`config.mk`:
```
export PLATFORM = sky130hd
export DESIGN_NAME = uart_rx_cfg
export DESIGN_NICKNAME = d
export VERILOG_FILES = /design/src/rtl/uart_rx_cfg.sv
export SDC_FILE = /design/constraint.sdc
export NUM_CORES = 1
export LEC_CHECK = 0
export CAP_MARGIN = 40
export CORE_ASPECT_RATIO = 1.1
export CORE_MARGIN = 2
export CORE_UTILIZATION = 50
export CTS_CLUSTER_DIAMETER = 80
export DETAILED_ROUTE_END_ITERATION = 16
export DONT_BUFFER_PORTS = 1
export GPL_TIMING_DRIVEN = 0
export PLACE_DENSITY = 0.63
export REMOVE_ABC_BUFFERS = 1
export SYNTH_ARGS = -nofsm -noshare
export SYNTH_HDL_FRONTEND = slang
export SYNTH_SLANG_ARGS = --single-unit
```
`constraint.sdc`:
```
create_clock -name clk -period 5.9 [get_ports clk]
set_input_delay 0.59 -clock clk [delete_from_list [all_inputs] [get_ports clk]]
set_output_delay 0.59 -clock clk [all_outputs]
set_load 0.05 [all_outputs]
```
`src/rtl/uart_rx_cfg.sv`:
```
// Runtime-configurable UART receiver: 16x oversampling with its own baud
// prescaler, 3-sample majority vote per bit, variable data length, optional
// even/odd parity and one or two stop bits. Rx is synchronised by two flops.
module uart_rx_cfg #(
  parameter int DATA_W = 8,
  parameter int DIV_W  = 10,
  parameter int LEN_W  = 4
) (
  input  logic              clk,
  input  logic              rst,
  input  logic              rx_en,
  input  logic              Rx,
  input  logic [DIV_W-1:0]  Load_Value,
  input  logic [LEN_W-1:0]  data_len,
  input  logic              parity_en,
  input  logic              parity_odd,
  input  logic              two_stop,
  output logic [DATA_W-1:0] data,
  output logic              done,
  output logic              busy,
  output logic              frame_err,
  output logic              parity_err
);

  typedef enum logic [2:0] {
    S_IDLE,
    S_START,
    S_DATA,
    S_PARITY,
    S_STOP1,
    S_STOP2
  } state_t;

  state_t              state_q, state_d;
  logic                rx_meta_q, rx_s_q;
  logic [DIV_W-1:0]    presc_q, presc_d;
  logic [3:0]          s_q, s_d;
  logic [LEN_W-1:0]    bit_cnt_q, bit_cnt_d;
  logic                samp7_q, samp7_d;
  logic                samp8_q, samp8_d;
  logic                samp9_q, samp9_d;
  logic [DATA_W-1:0]   shreg_q, shreg_d;
  logic [DIV_W-1:0]    load_q, load_d;
  logic [LEN_W-1:0]    len_q, len_d;
  logic                par_en_q, par_en_d;
  logic                par_odd_q, par_odd_d;
  logic                two_stop_q, two_stop_d;
  logic                par_res_q, par_res_d;
  logic                stop1_q, stop1_d;
  logic [DATA_W-1:0]   data_q, data_d;
  logic                done_q, done_d;
  logic                frame_err_q, frame_err_d;
  logic                parity_err_q, parity_err_d;

  logic                tick;
  logic                maj_mid;
  logic                maj_end;
  logic [LEN_W-1:0]    len_eff;

  function automatic logic maj3(input logic a, input logic b, input logic c);
    return (a & b) | (a & c) | (b & c);
  endfunction

  assign tick    = (state_q != S_IDLE) && (presc_q == load_q);
  // At s=9 the third sample is the live synchronised line value.
  assign maj_mid = maj3(samp7_q, samp8_q, rx_s_q);
  // At s=15 all three samples of the bit are already registered.
  assign maj_end = maj3(samp7_q, samp8_q, samp9_q);
  // A zero or out-of-range length selects the full word width.
  assign len_eff = ((data_len == '0) || (data_len > LEN_W'(DATA_W)))
                   ? LEN_W'(DATA_W) : data_len;

  assign data       = data_q;
  assign done       = done_q;
  assign busy       = (state_q != S_IDLE);
  assign frame_err  = frame_err_q;
  assign parity_err = parity_err_q;

  // Two-flop synchroniser for the asynchronous serial line, idling high.
  always_ff @(posedge clk) begin
    if (rst) begin
      rx_meta_q <= 1'b1;
      rx_s_q    <= 1'b1;
    end else begin
      rx_meta_q <= Rx;
      rx_s_q    <= rx_meta_q;
    end
  end

  // Next-state logic: prescaler, oversample counter, sampling and frame FSM.
  always_comb begin
    state_d      = state_q;
    presc_d      = presc_q;
    s_d          = s_q;
    bit_cnt_d    = bit_cnt_q;
    samp7_d      = samp7_q;
    samp8_d      = samp8_q;
    samp9_d      = samp9_q;
    shreg_d      = shreg_q;
    load_d       = load_q;
    len_d        = len_q;
    par_en_d     = par_en_q;
    par_odd_d    = par_odd_q;
    two_stop_d   = two_stop_q;
    par_res_d    = par_res_q;
    stop1_d      = stop1_q;
    data_d       = data_q;
    done_d       = 1'b0;
    frame_err_d  = frame_err_q;
    parity_err_d = parity_err_q;

    if (state_q != S_IDLE) begin
      presc_d = tick ? '0 : presc_q + DIV_W'(1);
    end

    if (tick) begin
      s_d = s_q + 4'd1;
      if (s_q == 4'd7) samp7_d = rx_s_q;
      if (s_q == 4'd8) samp8_d = rx_s_q;
      if (s_q == 4'd9) samp9_d = rx_s_q;
    end

    case (state_q)
      S_IDLE: begin
        if (rx_en && !rx_s_q) begin
          state_d    = S_START;
          presc_d    = '0;
          s_d        = '0;
          bit_cnt_d  = '0;
          shreg_d    = '0;
          par_res_d  = 1'b0;
          stop1_d    = 1'b1;
          load_d     = Load_Value;
          len_d      = len_eff;
          par_en_d   = parity_en;
          par_odd_d  = parity_odd;
          two_stop_d = two_stop;
        end
      end

      S_START: begin
        if (tick && s_q == 4'd15) begin
          if (maj_end) begin
            state_d = S_IDLE;
          end else begin
            state_d   = S_DATA;
            bit_cnt_d = '0;
          end
        end
      end

      S_DATA: begin
        if (tick && s_q == 4'd15) begin
          for (int i = 0; i < DATA_W; i++) begin
            if (bit_cnt_q == LEN_W'(i)) shreg_d[i] = maj_end;
          end
          if (bit_cnt_q == len_q - LEN_W'(1)) begin
            state_d = par_en_q ? S_PARITY : S_STOP1;
          end else begin
            bit_cnt_d = bit_cnt_q + LEN_W'(1);
          end
        end
      end

      S_PARITY: begin
        if (tick && s_q == 4'd15) begin
          // Unused high bits of shreg are zero, so a full-width XOR is exact.
          par_res_d = ((^shreg_q) ^ maj_end) != par_odd_q;
          state_d   = S_STOP1;
        end
      end

      S_STOP1: begin
        if (tick && s_q == 4'd9) begin
          stop1_d = maj_mid;
          if (two_stop_q) begin
            state_d = S_STOP2;
          end else begin
            state_d      = S_IDLE;
            done_d       = 1'b1;
            data_d       = shreg_q;
            frame_err_d  = !maj_mid;
            parity_err_d = par_en_q & par_res_q;
          end
        end
      end

      S_STOP2: begin
        if (tick && s_q == 4'd9) begin
          state_d      = S_IDLE;
          done_d       = 1'b1;
          data_d       = shreg_q;
          frame_err_d  = !(stop1_q & maj_mid);
          parity_err_d = par_en_q & par_res_q;
        end
      end

      default: state_d = S_IDLE;
    endcase
  end

  // State register; reset wins over everything, including a frame in flight.
  always_ff @(posedge clk) begin
    if (rst) begin
      state_q      <= S_IDLE;
      presc_q      <= '0;
      s_q          <= '0;
      bit_cnt_q    <= '0;
      samp7_q      <= 1'b1;
      samp8_q      <= 1'b1;
      samp9_q      <= 1'b1;
      shreg_q      <= '0;
      load_q       <= '0;
      len_q        <= '0;
      par_en_q     <= 1'b0;
      par_odd_q    <= 1'b0;
      two_stop_q   <= 1'b0;
      par_res_q    <= 1'b0;
      stop1_q      <= 1'b1;
      data_q       <= '0;
      done_q       <= 1'b0;
      frame_err_q  <= 1'b0;
      parity_err_q <= 1'b0;
    end else begin
      state_q      <= state_d;
      presc_q      <= presc_d;
      s_q          <= s_d;
      bit_cnt_q    <= bit_cnt_d;
      samp7_q      <= samp7_d;
      samp8_q      <= samp8_d;
      samp9_q      <= samp9_d;
      shreg_q      <= shreg_d;
      load_q       <= load_d;
      len_q        <= len_d;
      par_en_q     <= par_en_d;
      par_odd_q    <= par_odd_d;
      two_stop_q   <= two_stop_d;
      par_res_q    <= par_res_d;
      stop1_q      <= stop1_d;
      data_q       <= data_d;
      done_q       <= done_d;
      frame_err_q  <= frame_err_d;
      parity_err_q <= parity_err_d;
    end
  end

endmodule

```
======== Word level (Yosys, flattened, before mapping) ========
Index checks and enable logic that the tools add are counted.
storage, ports and cells
  word-level logic and storage cells ...... 175
  memories ................................ 0
  register bits after elaboration ......... 64
  memory bits (writable) .................. 0
  latch bits .............................. 0
  bits in read-only memories .............. 0
operators by class
  div/mod/pow operators ................... 0
  bitwise logic cells ..................... 12
  shifts and indexed selects .............. 0
  magnitude comparators ................... 1
  mux-type cells .......................... 58
  equal/unequal tests ..................... 37
  $mul .................................... 0
  reduce and logical (&&, ||, !) cells .... 35
  add/subtract/negate cells ............... 4
operator list
  operator               count
  $mux 10                4
  $mux 8                 5
  $mux 4                 9
  $ne 2x2->1 const B     18
  $reduce_and 4->1       9
  $pmux 8 s2             2
  $mux 3                 9
  $mux 1                 21
  $eq 4x3->1 const B     5
  $pmux 3 s6             1
  $eq 4x4->1 const B     3
  $pmux 4 s3             1
  $add 10x1->10 const B  1
  $eq 10x10->1           1
  $pmux 1 s2             5
  $add 4x1->4 const B    2
  $eq 4x2->1 const B     2
  $logic_not 4->1        2
  $reduce_and 2->1       4
  $reduce_bool 2->1      4
  $reduce_xor 8->1       1
  $and 1x1->1            7
  $reduce_and 7->1       1
  $eq 3x2->1 const B     2
  17 further kinds       28

======== Logic depth before layout (Yosys ltp) ========
  depth in word-level cells ............... 7
  depth in mapped cells ................... 8

======== Least setup slack after synthesis ========
No wires, ideal clock.
  path type ............................... reg-to-reg
  from .................................... register state_q[1]
  to ...................................... register data_q[0] (netlist: data[0])
  clock period less this slack ............ 1.921 ns
  path buffers ............................ 2
  cell stages (with the launch flop) ...... 9
  setup time .............................. 0.128 ns
  setup slack ............................. 3.979 ns
  arrival ................................. 1.793 ns
  required time ........................... 5.772 ns
  cells stage by stage .................... dfxtp_1 nor3_2 inv_1 buf_2 nand4_1 nor3_1 buf_2 mux2i_1 nor2_1
on the way
  longest elaborated chain between the ends .. 5
  elaborated cells between the ends (all ways) .. 11
ends and longest elaborated chain
  what                            RTL line  RTL
  from (decl)                     34        state_t state_q, state_d;
  from (signal assigned)          225       state_q <= state_d;
  $reduce_bool 3->1 (*)           n/a
  named net busy                  20        output logic busy,
  $logic_and 1x1->1 (*)           64        assign tick = (state_q != S_IDLE) && (presc_q == load_q);
  $logic_and 1x1->1 (*)           174, 189
  $ne 2x2->1 (no line)            n/a
  $reduce_and 4->1 (no line) (*)  n/a
  to (signal assigned)            240       data_q <= data_d;
  to (decl)                       50        logic [DATA_W-1:0] data_q, data_d;
The timed path passes the listed nets; every way through them passes the cells marked *.
A chain may end at the register's enable or synchronous reset.

======== Worst setup path after layout ========
  from .................................... register state_q[0]
  to ...................................... register presc_q[6]
on the way
  longest elaborated chain between the ends .. 6
  elaborated cells between the ends (all ways) .. 7
ends and longest elaborated chain
  what                   RTL line  RTL
  $reduce_bool 3->1 (*)  n/a
  named net busy         20
  $logic_and 1x1->1      64
  $mux 10                113       presc_d = tick ? '0 : presc_q + DIV_W'(1);
  $mux 10 (*)            112       if (state_q != S_IDLE) begin
  $mux 10                125       if (rx_en && !rx_s_q) begin
  $mux 10 (*)            123       case (state_q)
  to (signal assigned)   226       presc_q <= presc_d;
  to (decl)              36        logic [DIV_W-1:0] presc_q, presc_d;
Marks and branches as above.

==> impl_metrics.tcl <==
set metrics [dict create \
    synthCells 364 \
    synth-main-ff-cell "dfxtp_1" \
    hold_depth 1 \
    synth_edf_count 0 \
    final_cell_mix "dfxtp_1, nand2_1, a21oi_1" \
    htreeDepth 3 \
    cp-start-kind "flop" \
    grt-ovfl-total 0 \
    rows 30 \
    cts_tree "done" \
    highest_layer "met4" \
    first_pass_iters 4 \
    synth_area_per_cell_um2 8.70 \
    drv_slew 0 \
    dr.first_iter.drc_count 120 \
    cts_made_buffers 9 \
    endpoint_kind "flop" \
    grt_pass1_wl_um 11100 \
    synth_area_mm2 0.00317 \
    gp_congestion 0.791 \
    place_hpwl_um 4570 \
    setup_tns_ps 0 \
    start_util_pct 51.4 \
    cts_sinks 64 \
    synth_area_leaders "dfxtp_1, nand2_1, a21oi_1" \
    fp.dieW_um 79.9 \
    ys_types 50 \
    drc 0 \
    clock_path_buffers 2 \
    finalCriticalPeriod_ps 2990 \
    maxCapViolations 0 \
    setup_viol 0 \
    postCtsSetupBuffers 0 \
    min_path_type "input port to flop" \
    clock_latency_ps 340 \
    numPortBuffers 0 \
    reg2reg_depth 7 \
    viasPerCell 5.65 \
    syn_to_final_growth_pct 8.57 \
    finClkSkew_ps 9.61 \
    grt_max_degree 45 \
    fin_crit_sh_pct 50.7 \
    grt_pass1_vias 2407 \
    cts_hold_buf 0 \
    antenna_cells 0 \
    finalNetCount 390 \
    async_reset_ff_share_pct 0 \
    post_drt_wl_per_cell_um 14.4 \
    leakage_nw 1.20 \
    synth-seq-cells 64 \
    core_mm2 0.00616 \
    critPathKind "flop to flop" \
    seq_area_frac_synth_pct 40.5 \
    finalHoldViolCount 0 \
    status "complete, no violations" \
    grt_setup_unrepaired "no" \
    ys_warn_count 0 \
    max_clock_freq_mhz 334 \
    drive_above_1_share_pct 9.04 \
    die_h_um 87.5 \
    path_max_fanout 13 \
    vias 2514 \
    cts.repair.resized 0 \
    met3_length_um 242 \
    cts_root_buf "clkbuf_8" \
    clk_pin_slew_ps 70 \
    crit_arrival_ps 3210 \
    die_area_mm2 0.00699 \
    required_ps 6120 \
    synth.top_cell.area_share_pct 40.5 \
    ios 33 \
    met1_length_um 3090 \
    stdcell_count 445 \
    yosysTopAreaCell "dfxtp_1" \
    drtAntennaViolNets 0 \
    final_common_cell "dfxtp_1" \
    antenna_found_initial 0 \
    grt_use_total_pct 20.6 \
    peakVddDrop_uv 137 \
    max-slew-margin-rel_pct 48.7 \
    met2_length_um 2920 \
    powerDensity_mw_per_mm2 297 \
    worst_pin_slew_ps 767 \
    routed_wl_um 6390 \
    dp_cells 429 \
]
[per-layer routing]
| metal | vias up | global-route usage, % |
|---|---|---|
| li1 | 1271 | - |
| met1 | 1182 | 26.8 |
| met2 | 49 | 31.8 |
| met3 | 12 | 4.77 |
| met4 | 0 | 10.2 |
| met5 | - | 0 |
[Yosys cell counts (10+ instances only)]
cell type	number
clkbuf_1	11
a21oi_1	34
inv_1	11
nand3_1	17
xor2_1	15
nor2_1	28
o31ai_1	10
nor3_1	10
nand2_1	47
xnor2_1	18
dfxtp_1	64
mux2i_1	10
[path summary, 6_finish.rpt]
kind / slack, ps / endpoint / start
worst min-delay path: 310 / len_q[1] / rst
worst max-delay path: 2910 / presc_q[6] / state_q[0]
worst max register to register: 2910 / presc_q[6] / state_q[0]
worst min register to register: 420 / rx_s_q / rx_meta_q
[sequential cells by signal, indices dropped and copies added (netlist names)]
| name | flops |
|---|---|
| len_q | 4 |
| two_stop_q | 1 |
| frame_err | 1 |
| samp8_q | 1 |
| s_q | 4 |
| stop1_q | 1 |
| par_res_q | 1 |
| parity_err | 1 |
| samp7_q | 1 |
| done | 1 |
| load_q | 10 |
| presc_q | 10 |
| state_q | 3 |
| bit_cnt_q | 4 |
| data | 8 |
| rx_s_q | 1 |
| shreg_q | 8 |
| samp9_q | 1 |
| par_en_q | 1 |
| rx_meta_q | 1 |
| par_odd_q | 1 |
[power by group]
part / internal, mW / total, mW / switching (mW)
clock: 0.241 / 0.407 / 0.166
sequential: 0.441 / 0.457 / 0.0159
combinational: 0.0430 / 0.158 / 0.115
[layout make-up]
class	instances	area (um^2)
Multi-Input combinational cell	271	1770
Inverter	11	41.3
Fill cell	600	2720
Sequential cell	64	1280
Clock inverter	2	35.0
Clock buffer	14	183
Tap cell	80	100
Timing Repair Buffer	3	26.3
[critical path, cell delays in order, from the launching register on]
cell and delay, ps:
dfxtp_1 440, nor3_2 630, inv_1 570, nor2_2 550, buf_6 230, nor2_1 100, nand2_1 250, nor2_1 90
[metrics by stage]
step / cell area, um^2 / utilization [%] / hold WS (ps) / setup slack (ps) / power, mW
2_1_floorplan: 3090 / - / 392 / 3050 / 0.581
3_3_place_gp: 3190 / 51.8 / 402 / 2050 / 0.617
3_5_place_dp: 3220 / 52.3 / 404 / 2870 / 0.625
4_1_cts: 3440 / 55.9 / 302 / 2850 / 1.03
5_1_grt: 3440 / 55.9 / 289 / 2600 / 1.07
6_report: 3440 / 55.9 / 313 / 2910 / 1.02
[cell families after synthesis]
| group | share of synthesized area, % |
|---|---|
| AO/OA/AOI/OAI | 13.1 |
| XOR/XNOR | 10.7 |
| AND/OR/NAND/NOR | 24.2 |
| buffers and inverters | 3.83 |
| multiplexers | 3.52 |
| adder cells (fa/ha/maj) | 4.19 |
| flip-flops | 40.5 |
(Power assumes the default switching activity.)
